$ cat config.mk
export PLATFORM = sky130hd
export DESIGN_NAME = alu_seq_exec_flat
export DESIGN_NICKNAME = d
export VERILOG_FILES = /design/src/rtl/alu_seq_exec_pkg.sv /design/src/rtl/alu_seq_exec_if.sv /design/src/rtl/alu_iter_unit.sv /design/src/rtl/alu_seq_exec.sv /design/src/flat_wrapper.sv
export SDC_FILE = /design/constraint.sdc
export NUM_CORES = 1
export LEC_CHECK = 0
export CELL_PAD_IN_SITES_DETAIL_PLACEMENT = 2
export CELL_PAD_IN_SITES_GLOBAL_PLACEMENT = 2
export CORE_AREA = 2 2 113 115
export CTS_BUF_LIST = sky130_fd_sc_hd__clkbuf_8
export CTS_CLUSTER_SIZE = 10
export DETAILED_ROUTE_END_ITERATION = 8
export DIE_AREA = 0 0 115 117
export GPL_TIMING_DRIVEN = 0
export HOLD_SLACK_MARGIN = 0.15
export PLACE_DENSITY = 0.86
export SLEW_MARGIN = 10
export SYNTH_ARGS = -nofsm -noshare
export SYNTH_HDL_FRONTEND = slang
export SYNTH_HIERARCHICAL = 1
export SYNTH_SLANG_ARGS = --single-unit
$ cat constraint.sdc
create_clock -name clk -period 7.2 [get_ports clk]
set_input_delay 0.72 -clock clk [delete_from_list [all_inputs] [get_ports clk]]
set_output_delay 0.72 -clock clk [all_outputs]
set_load 0.05 [all_outputs]
$ cat src/rtl/alu_seq_exec_pkg.sv
// Shared types and constants for the multi-cycle ALU execute stage.
// Opcodes, FSM states and flag bit positions live here.
package alu_seq_exec_pkg;

    typedef enum logic [2:0] {
        OP_ADD = 3'b000,
        OP_SUB = 3'b001,
        OP_AND = 3'b010,
        OP_OR  = 3'b011,
        OP_XOR = 3'b100,
        OP_SHL = 3'b101,
        OP_SHR = 3'b110,
        OP_MUL = 3'b111
    } op_e;

    typedef enum logic [1:0] {
        S_IDLE = 2'b00,
        S_EXEC = 2'b01,
        S_DONE = 2'b10
    } state_e;

    localparam int FLAG_C = 1;
    localparam int FLAG_Z = 0;

    // Shifts by zero finish in one cycle like the logic ops.
    function automatic logic is_iter(op_e op, logic shamt_nz);
        return (op == OP_MUL) ||
               (((op == OP_SHL) || (op == OP_SHR)) && shamt_nz);
    endfunction

endpackage

$ cat src/rtl/alu_seq_exec_if.sv
// Start/busy/done bundle between the control unit and the ALU stage.
// The control unit is the master, the ALU the slave.
interface alu_seq_exec_if
    import alu_seq_exec_pkg::*;
#(
    parameter int DW = 8
);
    logic          start;
    op_e           op;
    logic [DW-1:0] a;
    logic [DW-1:0] b;
    logic          cin;
    logic          busy;
    logic          done;
    logic [DW-1:0] result;
    logic [1:0]    flag;

    modport master (
        output start, op, a, b, cin,
        input  busy, done, result, flag
    );

    modport slave (
        input  start, op, a, b, cin,
        output busy, done, result, flag
    );
endinterface

$ cat src/rtl/alu_iter_unit.sv
// Iterative datapath: 1-bit-per-cycle shifts and shift-add multiply.
// res_o/c_o show the value the accumulator takes on the current step.
module alu_iter_unit
    import alu_seq_exec_pkg::*;
#(
    parameter int DW = 8,
    parameter int SW = 3
) (
    input  logic          clk,
    input  logic          rst,
    input  logic          load_i,
    input  logic          step_i,
    input  op_e           op_i,
    input  logic [DW-1:0] a_i,
    input  logic [DW-1:0] b_i,
    output logic          last_o,
    output logic [DW-1:0] res_o,
    output logic          c_o
);
    localparam logic [SW:0] CNT_MUL = (SW+1)'(DW);
    localparam logic [SW:0] CNT_ONE = (SW+1)'(1);

    op_e             op_q;
    logic [2*DW-1:0] acc_q;
    logic [2*DW-1:0] acc_d;
    logic [DW-1:0]   mcand_q;
    logic [SW:0]     cnt_q;
    logic [DW-1:0]   lo;
    logic [DW-1:0]   hi;
    logic [DW:0]     sum;

    assign lo = acc_q[DW-1:0];
    assign hi = acc_q[2*DW-1:DW];

    // MUL keeps {partial, multiplier} in acc and retires one multiplier bit per step.
    always_comb begin
        acc_d = acc_q;
        c_o   = 1'b0;
        sum   = '0;
        unique case (1'b1)
            (op_q == OP_MUL): begin
                sum   = {1'b0, hi} + (lo[0] ? {1'b0, mcand_q} : '0);
                acc_d = {sum, lo[DW-1:1]};
                c_o   = |acc_d[2*DW-1:DW];
            end
            (op_q == OP_SHL): begin
                acc_d = {hi, lo[DW-2:0], 1'b0};
                c_o   = lo[DW-1];
            end
            default: begin
                acc_d = {hi, 1'b0, lo[DW-1:1]};
                c_o   = lo[0];
            end
        endcase
    end

    assign res_o  = acc_d[DW-1:0];
    assign last_o = (cnt_q == CNT_ONE);

    always_ff @(posedge clk) begin
        if (rst) begin
            op_q    <= OP_ADD;
            acc_q   <= '0;
            mcand_q <= '0;
            cnt_q   <= '0;
        end else if (load_i) begin
            op_q    <= op_i;
            mcand_q <= a_i;
            if (op_i == OP_MUL) begin
                acc_q <= {{DW{1'b0}}, b_i};
                cnt_q <= CNT_MUL;
            end else begin
                acc_q <= {{DW{1'b0}}, a_i};
                cnt_q <= {1'b0, b_i[SW-1:0]};
            end
        end else if (step_i && (cnt_q != '0)) begin
            acc_q <= acc_d;
            cnt_q <= cnt_q - CNT_ONE;
        end
    end

endmodule

$ cat src/rtl/alu_seq_exec.sv
// Multi-cycle ALU execute stage: FSM, single-cycle ops and output regs.
// Shifts and multiply are delegated to alu_iter_unit.
module alu_seq_exec
    import alu_seq_exec_pkg::*;
#(
    parameter int DW = 8,
    parameter int SW = 3
) (
    input logic           clk,
    input logic           rst,
    alu_seq_exec_if.slave bus
);
    state_e        state_q;
    state_e        state_d;
    logic [DW-1:0] result_q;
    logic [DW-1:0] result_d;
    logic [1:0]    flag_q;
    logic [1:0]    flag_d;

    logic          load;
    logic          step;
    logic          last;
    logic [DW-1:0] it_res;
    logic          it_c;

    logic [DW:0]   sum;
    logic [DW:0]   diff;
    logic [DW-1:0] r1;
    logic          c1;

    alu_iter_unit #(.DW(DW), .SW(SW)) u_iter (
        .clk    (clk),
        .rst    (rst),
        .load_i (load),
        .step_i (step),
        .op_i   (bus.op),
        .a_i    (bus.a),
        .b_i    (bus.b),
        .last_o (last),
        .res_o  (it_res),
        .c_o    (it_c)
    );

    // Ops that complete on the accept edge; zero-length shifts pass a through.
    always_comb begin
        sum  = {1'b0, bus.a} + {1'b0, bus.b} + {{DW{1'b0}}, bus.cin};
        diff = {1'b0, bus.a} - {1'b0, bus.b} - {{DW{1'b0}}, bus.cin};
        r1   = bus.a;
        c1   = 1'b0;
        unique case (bus.op)
            OP_ADD: begin
                r1 = sum[DW-1:0];
                c1 = sum[DW];
            end
            OP_SUB: begin
                r1 = diff[DW-1:0];
                c1 = diff[DW];
            end
            OP_AND: r1 = bus.a & bus.b;
            OP_OR:  r1 = bus.a | bus.b;
            OP_XOR: r1 = bus.a ^ bus.b;
            OP_SHL, OP_SHR, OP_MUL: r1 = bus.a;
        endcase
    end

    always_comb begin
        state_d  = state_q;
        result_d = result_q;
        flag_d   = flag_q;
        load     = 1'b0;
        step     = 1'b0;
        unique case (state_q)
            S_IDLE: begin
                if (bus.start) begin
                    if (is_iter(bus.op, |bus.b[SW-1:0])) begin
                        load    = 1'b1;
                        state_d = S_EXEC;
                    end else begin
                        result_d       = r1;
                        flag_d[FLAG_C] = c1;
                        flag_d[FLAG_Z] = (r1 == '0);
                        state_d        = S_DONE;
                    end
                end
            end
            S_EXEC: begin
                step = 1'b1;
                if (last) begin
                    result_d       = it_res;
                    flag_d[FLAG_C] = it_c;
                    flag_d[FLAG_Z] = (it_res == '0);
                    state_d        = S_DONE;
                end
            end
            S_DONE:  state_d = S_IDLE;
            default: state_d = S_IDLE;
        endcase
    end

    always_ff @(posedge clk) begin
        if (rst) begin
            state_q  <= S_IDLE;
            result_q <= '0;
            flag_q   <= '0;
        end else begin
            state_q  <= state_d;
            result_q <= result_d;
            flag_q   <= flag_d;
        end
    end

    assign bus.busy   = (state_q != S_IDLE);
    assign bus.done   = (state_q == S_DONE);
    assign bus.result = result_q;
    assign bus.flag   = flag_q;

endmodule

$ cat src/flat_wrapper.sv
// flat-port wrapper written by rule: the top's interface ports become plain ports
module alu_seq_exec_flat import alu_seq_exec_pkg::*;
#(
    parameter int DW = 8,
    parameter int SW = 3
)
  (clk, rst, bus_start, bus_op, bus_a, bus_b, bus_cin, bus_busy, bus_done, bus_result, bus_flag);
  alu_seq_exec_if #(.DW(DW)) bus_i ();
  input logic clk;
  input logic rst;
  input wire logic [$bits(bus_i.start)-1:0] bus_start;
  input wire logic [$bits(bus_i.op)-1:0] bus_op;
  input wire logic [$bits(bus_i.a)-1:0] bus_a;
  input wire logic [$bits(bus_i.b)-1:0] bus_b;
  input wire logic [$bits(bus_i.cin)-1:0] bus_cin;
  output wire logic [$bits(bus_i.busy)-1:0] bus_busy;
  output wire logic [$bits(bus_i.done)-1:0] bus_done;
  output wire logic [$bits(bus_i.result)-1:0] bus_result;
  output wire logic [$bits(bus_i.flag)-1:0] bus_flag;
  assign bus_i.start = bus_start;
  assign bus_i.op = bus_op;
  assign bus_i.a = bus_a;
  assign bus_i.b = bus_b;
  assign bus_i.cin = bus_cin;
  assign bus_busy = bus_i.busy;
  assign bus_done = bus_i.done;
  assign bus_result = bus_i.result;
  assign bus_flag = bus_i.flag;
  alu_seq_exec #(.DW(DW), .SW(SW)) u_core (.clk(clk), .rst(rst), .bus(bus_i));
endmodule
==> reports/metrics.cfg, run 1 <==
[outcome]
status = finished clean

[logic_synthesis]
syn_inst = 524
postSynthAreaPerCell_um2 = 7.746
syn_nets = 592
yosysWarnings = 6
ys_types = 70
synth_top_cell_by_area = dfxtp_1
yosysTopAreaCellShare = 0.2121
synthArstFlopShare = 0
synth-seq-cells = 43
synth_edf_count = 0
synth_area_leaders = dfxtp_1, ha_1, nand2_1
seq_area_frac_synth = 0.2121
synth_area_um2 = 4059
synthFlopType = dfxtp_1

[routing]
detail_route.vias_per_cell = 5.689
drc = 0
first_pass_iters = 5
wl_um = 14570
vias = 4073
drt_iter0_drc = 185
ant_nets = 0
wl_per_cell_um = 20.34

[power]
internal-power_mw = 0.4212
power_frac_comb = 0.397
switching_share = 0.3904
max-vdd-ir-drop_uv = 56.08
clockPowerShare = 0.225
p_leak_nw = 1.887
p_switching_mw = 0.2698
power_frac_seq = 0.378
p_total_mw = 0.6910
power.density_nw_per_um2 = 147.9

[layout]
mostFrequentLayoutCells = nand2_1, nor2_1, dfxtp_1
fin_cells = 716
drive_gt1_frac = 0.09011
antenna_cells = 0
layout.nets = 633
final_common_cell = nand2_1
synthToLayoutAreaGrowth_pct = 15.07

[clock_network]
ctsLongestPathBuffers = 2
cts_sinks = 43
numCtsBuffers = 5
cts_resized = 0
cts-htree-levels = 2
cts_root_buf = clkbuf_8
cts_tree = built
cts_setup_buffers = 0
cts_hold_buf = 0
path_clk_slew_ps = 80
clk_latency_ps = 310

[grt]
grt_pass1_wl_um = 23380
grt_pass1_vias = 4415
grtUsageTotal = 0.2220
grt_max_degree = 14
antenna_found_initial = 0
grt_overflow = 0

[worst_setup_path]
crit_type = primary input to flip-flop
critical_path.endpoint_type = flip-flop
path_max_fanout = 6
crit_chain = clkdlybuf4s50_1 -> inv_1 -> fa_1 -> inv_1 -> ha_1 -> o21a_1 -> o31ai_1 -> a2111oi_0 -> a31oi_1 -> nor4b_1 -> nand4_1 -> a211oi_2
crit_top_cell = inv_1
required_ps = 7430
cp-start-kind = primary input
cp_num_cells = 12
cp_slowest_stage_delay_ps = 710
cpLargestDelayFamily = compound AO/OA/AOI/OAI gates
cp_slowest_cell = clkdlybuf4s50_1
r2r_cells = 12
crit_buf_inv = 3
worst-endpoint-arrival_ps = 4650

[sta]
hold_slack_ps = 471.4
fin_crit_ps = 4418
fmax_mhz = 226.4
rsz0062_at_grt = false
slew_violations = 0
tightest_slew_ps = 786.2
finalClockSkew_ps = 6.621
finalCritPeriodShare = 0.6136
finalHoldViolCount = 0
finalSetupTns_ps = 0
relSlewSlack = 0.4685
fin_ws_ps = 2782
setup_viol = 0

[placed_design]
dp_cells = 708
portBuffers = 34
dp_slack_ps = 2602
gp_congestion = 0.8544
place_hpwl_um = 11650

[die]
core_area_um2 = 12310
chipWidth_um = 115
die_area_um2 = 13460
ios = 35
row_count = 41
die_y_um = 117
initial_core_util = 0.3297

[worst_hold_path]
worstHoldPathType = flip-flop to flip-flop
min_path_cells = 2

[flow_run]
cap_violations = 0

-- worst reg2reg max path, delay by kind of cell, from the launching register on --
kind	cells	cell delay, ps
compound gates	3	890
fa+ha+maj	2	630
buf+inv	2	410
flops	1	350
simple gates	5	880
-- worst paths after layout --
| path | from | end | slack [ps] |
|---|---|---|---|
| worst max register to register | u_core/u_iter/acc_q[0] | u_core/bus.flag[1] | 3960 |
| worst max-delay path | bus_b[0] | u_core/bus.flag[0] | 2780 |
| worst min-delay path | u_core/bus.result[4] | u_core/bus.result[4] | 470 |
| worst min register to register | u_core/bus.result[4] | u_core/bus.result[4] | 470 |
-- cell usage after synthesis (3+ instances only) --
cell type and number:
nand3b_1 6, o21ai_0 18, and3_1 3, nor2b_1 7, nor2_1 53, a311oi_1 3, a21o_1 3, nand3_1 16
nand2b_1 14, clkbuf_1 9, mux2_4 6, o211ai_1 5, o21a_1 6, o31ai_1 8, o211ai_2 6, mux2i_1 16
ha_1 40, a211oi_1 10, a21oi_1 38, o22ai_1 3, nor4_1 4, nor3_1 14, xor2_1 6, xnor2_1 7
fa_1 5, dfxtp_1 43, inv_1 38, buf_2 11, a31oi_1 7, nand2_1 55, and2_1 10, nor3b_1 4
-- cell families after synthesis --
family          Yosys count  share of synthesized area
compound gates          133                     0.2312
xor+xnor                 13                    0.02805
fa+ha+maj                45                     0.1480
buf+inv                  62                    0.06442
flops                    43                     0.2121
mux                      23                    0.06720
simple gates            205                     0.2491
-- power groups by stage --
stage | Combinational [mW] | Clock, mW | Sequential, mW
final | 0.274 | 0.155 | 0.261
after global routing | 0.300 | 0.172 | 0.263
after CTS | 0.274 | 0.162 | 0.261
after detailed placement | 0.271 | 0 | 0.267
after global placement | 0.258 | 0 | 0.266
after floorplan | 0.161 | 0 | 0.283
-- sequential cells by signal, summed over array words and instances, names as in the netlist --
name                   flops
u_core/u_iter/cnt_q        4
u_core/u_iter/op_q         3
u_core/u_iter/acc_q       16
u_core/state_q             2
u_core/bus.flag            2
u_core/bus.result          8
u_core/u_iter/mcand_q      8
-- routing by layer --
| metal | global-route usage | vias up | share of wire |
|---|---|---|---|
| met5 | 0 | - | 0 |
| met4 | 0.06024 | 0 | 0.013 |
| met3 | 0.02369 | 14 | 0.028 |
| met2 | 0.4024 | 82 | 0.51 |
| met1 | 0.2808 | 2042 | 0.45 |
| li1 | - | 1935 | - |
-- cell type report --
class                           count  area, um^2
Tap cell                          150       187.7
Multi-Input combinational cell    419        2937
Buffer                             23       115.1
Inverter                           39       146.4
Timing Repair Buffer               34       340.3
Sequential cell                    43       860.8
Clock inverter                      3       15.01
Fill cell                        1438        7641
Clock buffer                        5       68.82
-- stage by stage --
| stage | util | area, um^2 |
|---|---|---|
| after floorplan | - | 4059 |
| after global placement | 0.3726 | 4587 |
| after detailed placement | 0.3726 | 4587 |
| after CTS | 0.3794 | 4671 |
| after global routing | 0.3794 | 4671 |
| final | 0.3794 | 4671 |
No activity file was read; power rests on OpenSTA's default activity.
==> run 2: changes to the inputs <==
==> constraint.sdc (replaced) <==
create_clock -name clk -period 4.25 [get_ports clk]
set_input_delay 0.425 -clock clk [delete_from_list [all_inputs] [get_ports clk]]
set_output_delay 0.425 -clock clk [all_outputs]
set_load 0.05 [all_outputs]
==> run 2 against run 1 <==
Cell area increased by 0.13%. Count of clock-buffer cells in the layout unchanged. Hold slack about the same. Die area unchanged. Total power increased by 70%. Via count about the same. Final cell count unchanged. Clock power increased by 70%. Global-route usage unchanged. Sequential share of layout area about the same. Combinational power increased by 70%. Critical path type unchanged.
==> reports/metrics.cfg, run 2 (synthesized netlist as in run 1, its figures left out) <==
[sta]
hold_slack_ps = 471.6  ; +0.1100 ps
relSlewSlack = 0.5379  ; +0.06946
finalSetupTns_ps = 0  ; unchanged
tightest_slew_ps = 688.9  ; -97.27 ps
fin_crit_ps = 3827
finalClockSkew_ps = 6.635  ; +0.01435 ps
rsz0062_at_grt = false
finalCritPeriodShare = 0.9004
slew_violations = 0  ; unchanged
finalHoldViolCount = 0  ; unchanged
fmax_mhz = 261.3
fin_ws_ps = 423.3  ; -2359 ps
setup_viol = 0  ; unchanged

[power]
p_leak_nw = 1.891  ; +0.16%
power_frac_comb = 0.397  ; about the same
internal-power_mw = 0.7142  ; +70%
p_switching_mw = 0.4574  ; +70%
clockPowerShare = 0.225  ; about the same
power_frac_seq = 0.378  ; about the same
power.density_nw_per_um2 = 250.5  ; +69%
switching_share = 0.3904  ; about the same
max-vdd-ir-drop_uv = 93.40  ; +67%
p_total_mw = 1.172  ; +70%

[clock_network]
cts_tree = built
cts-htree-levels = 2  ; unchanged
numCtsBuffers = 5  ; unchanged
cts_root_buf = clkbuf_8
cts_sinks = 43  ; unchanged
cts_setup_buffers = 0  ; unchanged
path_clk_slew_ps = 80  ; about the same
cts_resized = 0  ; unchanged
cts_hold_buf = 0  ; unchanged
ctsLongestPathBuffers = 2  ; unchanged
clk_latency_ps = 310  ; about the same

[die]
chipWidth_um = 115  ; unchanged
ios = 35  ; unchanged
initial_core_util = 0.3297  ; unchanged
core_area_um2 = 12310  ; unchanged
die_y_um = 117  ; unchanged
die_area_um2 = 13460  ; unchanged
row_count = 41  ; unchanged

[worst_setup_path]
reg2reg_slack_ps = 1010  ; -2950 ps
required_ps = 4480  ; -2950 ps
crit_type = primary input to flip-flop
crit_chain = clkdlybuf4s50_1 -> inv_1 -> fa_1 -> inv_1 -> ha_1 -> o21a_1 -> o31ai_1 -> a2111oi_0 -> a31oi_1 -> nor4b_2 -> nand4_1 -> a211oi_2
r2r_cells = 12  ; unchanged
r2r_end = u_core/bus.flag[1]
cp_slowest_stage_delay_ps = 720  ; about the same
r2r-start = u_core/u_iter/acc_q[0]
cp-start-kind = primary input
critical_path.endpoint_type = flip-flop
crit_top_cell = inv_1
path_max_fanout = 6  ; unchanged
cp_slowest_cell = clkdlybuf4s50_1
worst-endpoint-arrival_ps = 4060  ; -590 ps

[layout]
layout.nets = 633  ; unchanged
fin_area_um2 = 4677  ; +0.13%
largest_reg_flops = 16  ; unchanged
final_common_cell = nand2_1
synthToLayoutAreaGrowth_pct = 15.23
fin_cells = 716  ; unchanged
antenna_cells = 0  ; unchanged
regMostFlops = u_core/u_iter/acc_q
mostFrequentLayoutCells = nand2_1, nor2_1, dfxtp_1
drive_gt1_frac = 0.09187  ; +0.001767
final_util = 0.3799  ; +0.0005080

[routing]
first_pass_iters = 5  ; unchanged
drc = 0  ; unchanged
drt_iter0_drc = 187  ; +1.1%
ant_nets = 0  ; unchanged
detail_route.vias_per_cell = 5.683  ; about the same
wl_um = 14530  ; -0.27%
vias = 4069  ; -0.098%
wl_per_cell_um = 20.29  ; -0.27%

[grt]
antenna_found_initial = 0  ; unchanged
grt_overflow = 0  ; unchanged
grt_max_degree = 14  ; unchanged
grt_pass1_vias = 4415  ; unchanged
grtUsageTotal = 0.2220  ; unchanged
grt_pass1_wl_um = 23380  ; unchanged

[placed_design]
dp_cells = 708  ; unchanged
gp_congestion = 0.8544  ; unchanged
place_hpwl_um = 11650  ; unchanged
portBuffers = 34  ; unchanged
dp_slack_ps = -53.12  ; -2655 ps
place_area_um2 = 4587  ; unchanged

[worst_hold_path]
min_to = u_core/bus.result[4]
min_from = u_core/bus.result[4]
min_path_cells = 2  ; unchanged
worstHoldPathType = flip-flop to flip-flop

[outcome]
status = finished clean

[flow_run]
cap_violations = 0  ; unchanged

run 2: power by group through the flow:
stage          combinational (mW)  clock [mW]  sequential [mW]
2_1_floorplan               0.273           0            0.480
3_3_place_gp                0.437           0            0.450
3_5_place_dp                0.459           0            0.452
4_1_cts                     0.465       0.275            0.443
5_1_grt                     0.510       0.291            0.446
6_report                    0.465       0.264            0.443
run 2: per-layer routing:
metal / up-vias / wire (um) / track usage
met5: - / 0 / 0
met4: 0 / 205 / 0.06024
met3: 10 / 451 / 0.02369
li1: 1938 / - / -
met2: 76 / 7407 / 0.4024
met1: 2045 / 6461 / 0.2808
run 2: area by class of cell:
cell class / count / area, um^2
Tap cell: 150 / 187.7
Sequential cell: 43 / 860.8
Timing Repair Buffer: 34 / 340.3
Inverter: 39 / 146.4
Fill cell: 1437 / 7635
Clock buffer: 5 / 68.82
Multi-Input combinational cell: 419 / 2943
Clock inverter: 3 / 15.01
Buffer: 23 / 115.1
run 2: worst max-delay path by stage:
stage | slack (ps) | endpoint | from
after floorplan | 1500 | u_core/bus.flag[0] | bus_a[0]
after global placement | 80 | u_core/bus.flag[0] | bus_b[0]
after detailed placement | -50 | u_core/bus.flag[0] | bus_b[0]
after CTS | 220 | u_core/bus.flag[0] | bus_b[0]
after global routing | 240 | u_core/bus.flag[0] | bus_b[0]
final | 420 | u_core/bus.flag[0] | bus_b[0]
run 2: worst max-delay path: cells and delay by family:
family	cells	cell delay [ps]
AO/OA/AOI/OAI	5	1320
buffers and inverters	3	930
adder cells (fa/ha/maj)	2	780
AND/OR/NAND/NOR	2	610
